==> src/rtl/multiplier_arbiter_tainttrack.sv <==
// Round-robin sequencer sharing one taint-tracking multiplier between NUM_REQ requesters.
// Every control and data output carries a shadow taint covering the arbitration decision.
module multiplier_arbiter_tainttrack #(
  parameter int unsigned WIDTH   = 4,
  parameter int unsigned NUM_REQ = 2
) (
  input  logic                       clk,
  input  logic                       rst,
  input  logic [NUM_REQ-1:0]         req,
  input  logic [NUM_REQ-1:0]         req_t,
  input  logic [NUM_REQ*WIDTH-1:0]   req_a,
  input  logic [NUM_REQ*WIDTH-1:0]   req_a_t,
  input  logic [NUM_REQ*WIDTH-1:0]   req_b,
  input  logic [NUM_REQ*WIDTH-1:0]   req_b_t,
  output logic [NUM_REQ-1:0]         gnt,
  output logic [NUM_REQ-1:0]         gnt_t,
  output logic [NUM_REQ-1:0]         rsp_valid,
  output logic [NUM_REQ-1:0]         rsp_valid_t,
  output logic [2*WIDTH-1:0]         rsp_product,
  output logic [2*WIDTH-1:0]         rsp_product_t,
  output logic                       busy,
  output logic                       mult_start,
  output logic                       mult_start_t,
  output logic [WIDTH-1:0]           mult_a,
  output logic [WIDTH-1:0]           mult_b,
  output logic [WIDTH-1:0]           mult_a_t,
  output logic [WIDTH-1:0]           mult_b_t,
  input  logic [2*WIDTH-1:0]         mult_product,
  input  logic [2*WIDTH-1:0]         mult_product_t,
  input  logic                       mult_done,
  input  logic                       mult_done_t
);

  localparam int unsigned PW = 2 * WIDTH;
  localparam int unsigned IW = (NUM_REQ > 1) ? $clog2(NUM_REQ) : 1;
  localparam logic [NUM_REQ-1:0] ONE_HOT0 = {{(NUM_REQ-1){1'b0}}, 1'b1};

  typedef enum logic [1:0] {S_IDLE, S_START, S_WAIT, S_RESP} state_e;

  state_e             state_q, state_d;
  logic [IW-1:0]      last_q, last_d;
  logic [IW-1:0]      win_q, win_d;
  logic               arb_t_q, arb_t_d;
  logic               first_q, first_d;
  logic               busy_q, busy_d;
  logic [NUM_REQ-1:0] gnt_q, gnt_d, gnt_t_q, gnt_t_d;
  logic [NUM_REQ-1:0] rsp_valid_q, rsp_valid_d, rsp_valid_t_q, rsp_valid_t_d;
  logic [PW-1:0]      rsp_product_q, rsp_product_d, rsp_product_t_q, rsp_product_t_d;
  logic               mult_start_q, mult_start_d, mult_start_t_q, mult_start_t_d;
  logic [WIDTH-1:0]   mult_a_q, mult_a_d, mult_b_q, mult_b_d;
  logic [WIDTH-1:0]   mult_a_t_q, mult_a_t_d, mult_b_t_q, mult_b_t_d;

  logic [IW-1:0]      win_c;
  logic               found_c;
  logic               arb_c;
  logic               rsp_t_c;

  // Round-robin search starting one past the last served requester.
  always_comb begin
    int unsigned cand;
    found_c = 1'b0;
    win_c   = '0;
    cand    = 0;
    for (int unsigned k = 1; k <= NUM_REQ; k++) begin
      cand = 32'(last_q) + k;
      if (cand >= NUM_REQ) cand = cand - NUM_REQ;
      if (!found_c && req[IW'(cand)]) begin
        found_c = 1'b1;
        win_c   = IW'(cand);
      end
    end
  end

  assign arb_c   = |req_t;
  assign rsp_t_c = arb_t_q | mult_done_t;

  always_comb begin
    state_d         = state_q;
    last_d          = last_q;
    win_d           = win_q;
    arb_t_d         = arb_t_q;
    first_d         = first_q;
    gnt_d           = '0;
    gnt_t_d         = '0;
    rsp_valid_d     = '0;
    rsp_valid_t_d   = '0;
    rsp_product_d   = rsp_product_q;
    rsp_product_t_d = rsp_product_t_q;
    mult_start_d    = 1'b0;
    mult_start_t_d  = 1'b0;
    mult_a_d        = mult_a_q;
    mult_b_d        = mult_b_q;
    mult_a_t_d      = mult_a_t_q;
    mult_b_t_d      = mult_b_t_q;
    case (state_q)
      S_IDLE: begin
        if (found_c) begin
          state_d        = S_START;
          win_d          = win_c;
          arb_t_d        = arb_c;
          mult_a_d       = req_a[win_c*WIDTH +: WIDTH];
          mult_b_d       = req_b[win_c*WIDTH +: WIDTH];
          mult_a_t_d     = req_a_t[win_c*WIDTH +: WIDTH] | {WIDTH{arb_c}};
          mult_b_t_d     = req_b_t[win_c*WIDTH +: WIDTH] | {WIDTH{arb_c}};
          gnt_d          = ONE_HOT0 << win_c;
          gnt_t_d        = (ONE_HOT0 << win_c) & {NUM_REQ{arb_c}};
          mult_start_d   = 1'b1;
          mult_start_t_d = arb_c;
        end
      end
      S_START: begin
        state_d = S_WAIT;
        first_d = 1'b1;
      end
      S_WAIT: begin
        // The first WAIT cycle may still see the previous operation's done.
        first_d = 1'b0;
        if (!first_q && mult_done) begin
          state_d         = S_RESP;
          rsp_product_d   = mult_product;
          rsp_product_t_d = mult_product_t | {PW{rsp_t_c}};
          rsp_valid_d     = ONE_HOT0 << win_q;
          rsp_valid_t_d   = (ONE_HOT0 << win_q) & {NUM_REQ{rsp_t_c}};
        end
      end
      S_RESP: begin
        state_d = S_IDLE;
        last_d  = win_q;
      end
      default: state_d = S_IDLE;
    endcase
    busy_d = (state_d != S_IDLE);
  end

  always_ff @(posedge clk or negedge rst) begin
    if (!rst) begin
      state_q         <= S_IDLE;
      last_q          <= IW'(NUM_REQ - 1);
      win_q           <= '0;
      arb_t_q         <= 1'b0;
      first_q         <= 1'b0;
      busy_q          <= 1'b0;
      gnt_q           <= '0;
      gnt_t_q         <= '0;
      rsp_valid_q     <= '0;
      rsp_valid_t_q   <= '0;
      rsp_product_q   <= '0;
      rsp_product_t_q <= '0;
      mult_start_q    <= 1'b0;
      mult_start_t_q  <= 1'b0;
      mult_a_q        <= '0;
      mult_b_q        <= '0;
      mult_a_t_q      <= '0;
      mult_b_t_q      <= '0;
    end else begin
      state_q         <= state_d;
      last_q          <= last_d;
      win_q           <= win_d;
      arb_t_q         <= arb_t_d;
      first_q         <= first_d;
      busy_q          <= busy_d;
      gnt_q           <= gnt_d;
      gnt_t_q         <= gnt_t_d;
      rsp_valid_q     <= rsp_valid_d;
      rsp_valid_t_q   <= rsp_valid_t_d;
      rsp_product_q   <= rsp_product_d;
      rsp_product_t_q <= rsp_product_t_d;
      mult_start_q    <= mult_start_d;
      mult_start_t_q  <= mult_start_t_d;
      mult_a_q        <= mult_a_d;
      mult_b_q        <= mult_b_d;
      mult_a_t_q      <= mult_a_t_d;
      mult_b_t_q      <= mult_b_t_d;
    end
  end

  assign gnt           = gnt_q;
  assign gnt_t         = gnt_t_q;
  assign rsp_valid     = rsp_valid_q;
  assign rsp_valid_t   = rsp_valid_t_q;
  assign rsp_product   = rsp_product_q;
  assign rsp_product_t = rsp_product_t_q;
  assign busy          = busy_q;
  assign mult_start    = mult_start_q;
  assign mult_start_t  = mult_start_t_q;
  assign mult_a        = mult_a_q;
  assign mult_b        = mult_b_q;
  assign mult_a_t      = mult_a_t_q;
  assign mult_b_t      = mult_b_t_q;

endmodule

==> config.mk <==
export PLATFORM = sky130hd
export DESIGN_NAME = multiplier_arbiter_tainttrack
export DESIGN_NICKNAME = d
export VERILOG_FILES = /design/src/rtl/multiplier_arbiter_tainttrack.sv
export SDC_FILE = /design/constraint.sdc
export NUM_CORES = 1
export LEC_CHECK = 0
export ABC_AREA = 1
export CORE_MARGIN = 4
export CORE_UTILIZATION = 40
export DETAILED_ROUTE_END_ITERATION = 6
export PLACE_DENSITY = 0.76
export SYNTH_ARGS = -nofsm -noshare
export SYNTH_HDL_FRONTEND = slang
export SYNTH_SLANG_ARGS = --single-unit
==> constraint.sdc <==
create_clock -name clk -period 1.8 [get_ports clk]
set_clock_uncertainty 0.15 [all_clocks]
set_input_delay 0.45 -clock clk [delete_from_list [all_inputs] [get_ports clk]]
set_output_delay 0.45 -clock clk [all_outputs]
set_load 0.02 [all_outputs]
Word level (Yosys, flattened, before mapping)
Cells that the tools add are included.

Memory bits (writable): 0. Register bits after elaboration: 49. Bits of input ports: 56. Bits in read-only memories: 0. Memories kept: 0. Word-level logic and storage cells: 77. Latch bits: 0. Output and inout port bits: 43.

Multiply operators: 0. Bitwise operators: 6. Eq/ne operators: 3. Shift operators: 6. Multiplexer cells: 26. $lt $le $gt $ge: 4. Reduce and logical (&&, ||, !) cells: 10. Divide/modulo/power cells: 0. $add $sub $neg: 4.

Operator list (count): $shiftx 8x4->4 (4); $mux 2 (10); $mux 1 (14); $or 4x4->4 (2); $or 8x8->8 (1); $pmux 2 s4 (1); $and 2x2->2 (2); $eq 2x2->1 const B (2); $lt 1x2->1 const B (2); $reduce_and 2->1 (2); $reduce_bool 2->1 (2); $shl 1x1->2 const A (2); $add 1x2->3 const B (1); $ge 3x2->1 const B (1); $add 1x1->2 const B (1); $eq 2x1->1 const B (1); $ge 2x2->1 const B (1); $logic_and 1x1->1 (2); $logic_not 1->1 (2); $logic_not 2->1 (1); $pmux 1 s2 (1); $reduce_or 2->1 (1); $sub 1x1->1 const B (2); $or 1x1->1 (1).

Depth between registers and ports, before layout
Word-level depth: 13. Depth in mapped cells: 8. Gate-level depth less buffers: 7.

Least setup slack after synthesis
Ideal clock, no wire load.

Path type: reg2reg. Start: reg state_q[0]. End: reg mult_a_t_q[3], in the netlist mult_a_t[3]. Path slack: 0.376 ns. Arrival time: 1.157 ns. Required time: 1.533 ns. Period minus slack after synthesis: 1.424 ns. Library setup time: 0.117 ns. Path buffers: 1. Cell stages (with the launch flop): 9. Cell sequence: dfrtp_1 inv_1 ha_1 inv_1 nor2_2 buf_4 nand2_1 nor2_1 nor2_1.

Word-level cells in the longest chain between the ends: 2.

RTL lines: start, declared (RTL line 40) `state_e state_q, state_d;`; start signal, assigned (RTL line 156) `state_q <= state_d;`; $logic_not 2->1 (RTL line 95) `case (state_q)`; $reduce_and 2->1 (no source line); end signal, assigned (RTL line 172) `mult_a_t_q <= mult_a_t_d;`; end, declared (RTL line 51) `logic [WIDTH-1:0] mult_a_t_q, mult_a_t_d, mult_b_t_q, mult_b_t_d;`.

No other way between the ends. A chain may end at the register's enable or synchronous reset.

Worst setup path in the final report
Start: reg mult_a_q[1], in the netlist mult_a[1]. End: out mult_a[1].

RTL lines: start, declared (RTL line 50) `logic [WIDTH-1:0] mult_a_q, mult_a_d, mult_b_q, mult_b_d;`; start signal, assigned (RTL line 170) `mult_a_q <= mult_a_d;`; end, declared (RTL line 24) `output logic [WIDTH-1:0] mult_a,`.

No word-level cell between the ends.

==> results.py <==
metrics = {
    "cts": {
        "cts-buffers-inserted": 5,
        "cts_root_buf": "clkbuf_8",
        "cts_buffer_depth": 2,
        "worstSkewPairLatency_ns": 0.30,
        "cts_tree": "done",
        "cts.clk_slew.worst_paths_ns": 0.09,
        "postCtsSetupRepairBufs": 0,
        "cts.sink_count": 49,
        "htreeDepth": 2,
    },
    "synthesis": {
        "synth_seq_area_share_pct": 59.7,
        "muxShareOfSynthArea_pct": 0,
        "postSynthAreaPerCell_um2": 8.63,
        "syn-cell-area_um2": 2050,
        "synth-simple-area-share_pct": 30.2,
        "dominant_combinational_cell_family_by_area_after_synthesis": "simple AND/OR/NAND/NOR gates",
        "post_synth_fa_ha_maj_area_fraction_pct": 1.83,
        "synth_cell_types": 20,
        "gate_count_of_the_mapped_netlist": 238,
        "synth-xor-area-share_pct": 0,
        "share_of_the_synthesized_area_in_compound_gates_ao_oa_aoi_oai_pct": 3.17,
        "synthesis.nets": 297,
        "ys_ff_latch": 49,
        "synth.yosys.warnings": 0,
    },
    "floorplanning": {
        "ioPinCount": 99,
        "die_w_um": 79.7,
        "floorplan.die_area_um2": 6350,
        "row_count": 25,
        "core_region_area_um2": 4850,
        "dieHeight_um": 79.7,
        "initial_core_util_pct": 42.4,
    },
    "sta": {
        "tightestPinTransition_ns": 0.468,
        "final-hold-violation-count": 0,
        "timing_max_transition_violations_final": 0,
        "setup_repair_after_global_routing_missed_its_margin": "no",
        "max_slew_margin_pct": 68.8,
        "layout_worst_path_cycle_share_pct": 90.6,
        "fmax_ghz": 0.613,
        "number_of_setup_violations_in_the_final_report": 0,
        "totalNegativeSetupSlack_ns": 0,
        "finalCriticalPeriod_ns": 1.63,
    },
    "final_layout": {
        "layout-drive-gt1-share_pct": 8.05,
        "final_antenna_diode_count": 0,
        "fillerInstances": 418,
        "finish.net_count": 406,
        "area_growth_pct": 58.6,
        "fin_util_pct": 67.2,
    },
    "route": {
        "post_drt_wl_per_cell_um": 13.2,
        "detail_route.wirelength.met1_mm": 2.29,
        "dr.pass1.iters": 4,
        "drcViolationCount": 0,
        "detail_route.vias_per_cell": 4.68,
        "routed-via-count": 1942,
        "detailroute.wirelength.met2_mm": 2.63,
        "detail_route.wirelength_mm": 5.47,
        "detailedRoute.firstIterationViolations": 73,
        "route.antenna.remaining_nets": 0,
        "route.met3.wl_um": 484,
        "top_layer_used": "met4",
    },
    "worst_setup_path": {
        "depth_of_the_worst_register_to_register_path": 7,
        "critical_path_required_ns": 1.20,
        "critPathSlowestCell": "dfrtp_1",
        "worstSetupPathType": "register to output pin",
        "crit_path_max_fanout": 2,
        "path_cells": "dlygate4sd2_1",
        "timing.critical_path.to_type": "output pin",
        "worst_path_dominant_cell_family": "flip-flops",
        "cp-startpoint": "mult_a[1]",
        "path_depth": 1,
        "worst_r2r_startpoint": "state_q[0]",
        "worstPathArrival_ns": 1.03,
        "timing.critical_path.slowest_cell_delay_ns": 0.41,
        "r2r_setup_slack_ns": 0.18,
        "cp-start-kind": "register",
        "critical_path_buf_inv_count": 1,
    },
    "place": {
        "port_buffers": 98,
        "gp_congestion": 0.801,
        "post-dp-hpwl_mm": 4.24,
    },
    "global_routing": {
        "grt_first_pass_wirelength_mm": 9.23,
        "antenna_found_initial": 0,
        "largest_net_degree_at_the_start_of_global_routing": 24,
        "grt_pass1_vias": 1975,
        "global_route.overflow_total": 0,
        "overall_fraction_of_global_route_tracks_in_use_pct": 18.7,
    },
    "hold_path": {
        "hold_path_depth": 2,
        "kind_of_path_behind_the_tightest_hold_check": "register to register",
        "min-delay-start": "rsp_product[1]",
    },
    "power": {
        "power.leakage_uw": 0.00170,
        "vdd_ir_drop_max_uv": 763,
        "power_density_nw_per_um2": 1540,
    },
    "job": {
        "timing.max_cap.violations": 0,
    },
    "outcome": {
        "outcome": "finished clean",
    },
}
==> synthesized netlist by cell type (all sizes together) <==
cell type | count | area [um^2]
ha | 3 | 37.5
dfrtp | 48 | 1200
a21oi | 1 | 5.00
nor3 | 2 | 10.0
inv | 11 | 41.3
nor2 | 14 | 62.6
nand3 | 29 | 145
buf | 10 | 58.8
dfstp | 1 | 26.3
o21ai | 12 | 60.1
nand2 | 105 | 397
nand4 | 1 | 6.26
clkbuf | 1 | 3.75
==> routing by layer <==
metal	global-route usage [%]	vias to the layer above
met5	0	-
met3	6.55	7
met2	31.6	77
met1	22.4	898
met4	5.33	0
li1	-	960
==> worst paths after layout <==
check / endpoint
setup / recovery: mult_a[1]
hold / removal: rsp_product[1]
setup reg to reg: gnt_t[0]
hold reg to reg: rsp_product[1]
max in group asynchronous: mult_b_t[0]
min in group asynchronous: arb_t_q
==> placed cells by master (no fill, tap or decap), drive strengths merged <==
master	netlist	layout
nand2	105	105
clkdlybuf4s50	0	54
dfrtp	48	48
dlygate4sd2	0	43
nand3	29	29
buf	10	15
nor2	14	14
o21ai	12	12
inv	11	11
clkbuf	1	6
ha	3	3
nor3	2	2
nand4	1	1
a21oi	1	1
bufinv	0	1
clkinvlp	0	1
dlygate4sd3	0	1
dfstp	1	1
==> metrics by stage <==
stage / cell area [um^2] / cells / total power (uW) / hold WS (ns) / worst slack, ns
after floorplan: 2050 / 238 / 3230 / 0.00441 / 0.376
after global placement: 3180 / 406 / 4490 / 0.266 / -0.0455
after detailed placement: 3180 / 406 / 4570 / 0.280 / -0.118
after CTS: 3260 / 415 / 5080 / 0.319 / 0.164
after global routing: 3260 / 415 / 5440 / 0.336 / 0.0250
final: 3260 / 415 / 5020 / 0.326 / 0.169
==> cell type report <==
type	instances	area, um^2	area share, %
sequential	49	1230	37.7
timing repair buffer	113	1060	32.6
multi-input combinational	167	723	22.2
tap	67	83.8	2.57
clock buffer	6	82.6	2.53
inverter	11	41.3	1.27
clock inverter	2	37.5	1.15
==> power breakdown <==
| part | internal (uW) | total [uW] | leakage [uW] | switching [uW] |
|---|---|---|---|---|
| Sequential | 1600 | 1840 | 0.000600 | 242 |
| Clock | 452 | 805 | 0.0000574 | 353 |
| Combinational | 944 | 2370 | 0.00104 | 1430 |
==> what timing repair did <==
action,in CTS,in global routing
hold endpoints to repair,16,0
hold buffers,1,0
setup endpoints to repair,43,0
resized for setup,43,0
==> registers in the layout (all words and copies together), names as in the netlist <==
name	flops
arb_t_q	1
mult_b	4
rsp_valid_t	2
win_q	1
gnt_t	2
busy	1
mult_a_t	4
last_q	1
mult_a	4
state_q	2
mult_start_t	1
rsp_valid	2
gnt	2
rsp_product_t	8
mult_start	1
first_q	1
mult_b_t	4
rsp_product	8
==> logic make-up after synthesis <==
kind of cell | count (synthesis)
and+or+nand+nor | 151
buffers and inverters | 22
DFF | 49
adders and majority gates | 3
AOI/OAI and AO/OA | 13
==> worst reg2reg max path, stage by stage, from the launching register on <==
cell	delay (ns)
dfrtp_1	0.40
inv_1	0.08
ha_1	0.16
inv_1	0.10
nor2_2	0.20
buf_4	0.23
nand2_1	0.10
nor2_1	0.13
Power figures use the tool's default switching activity.
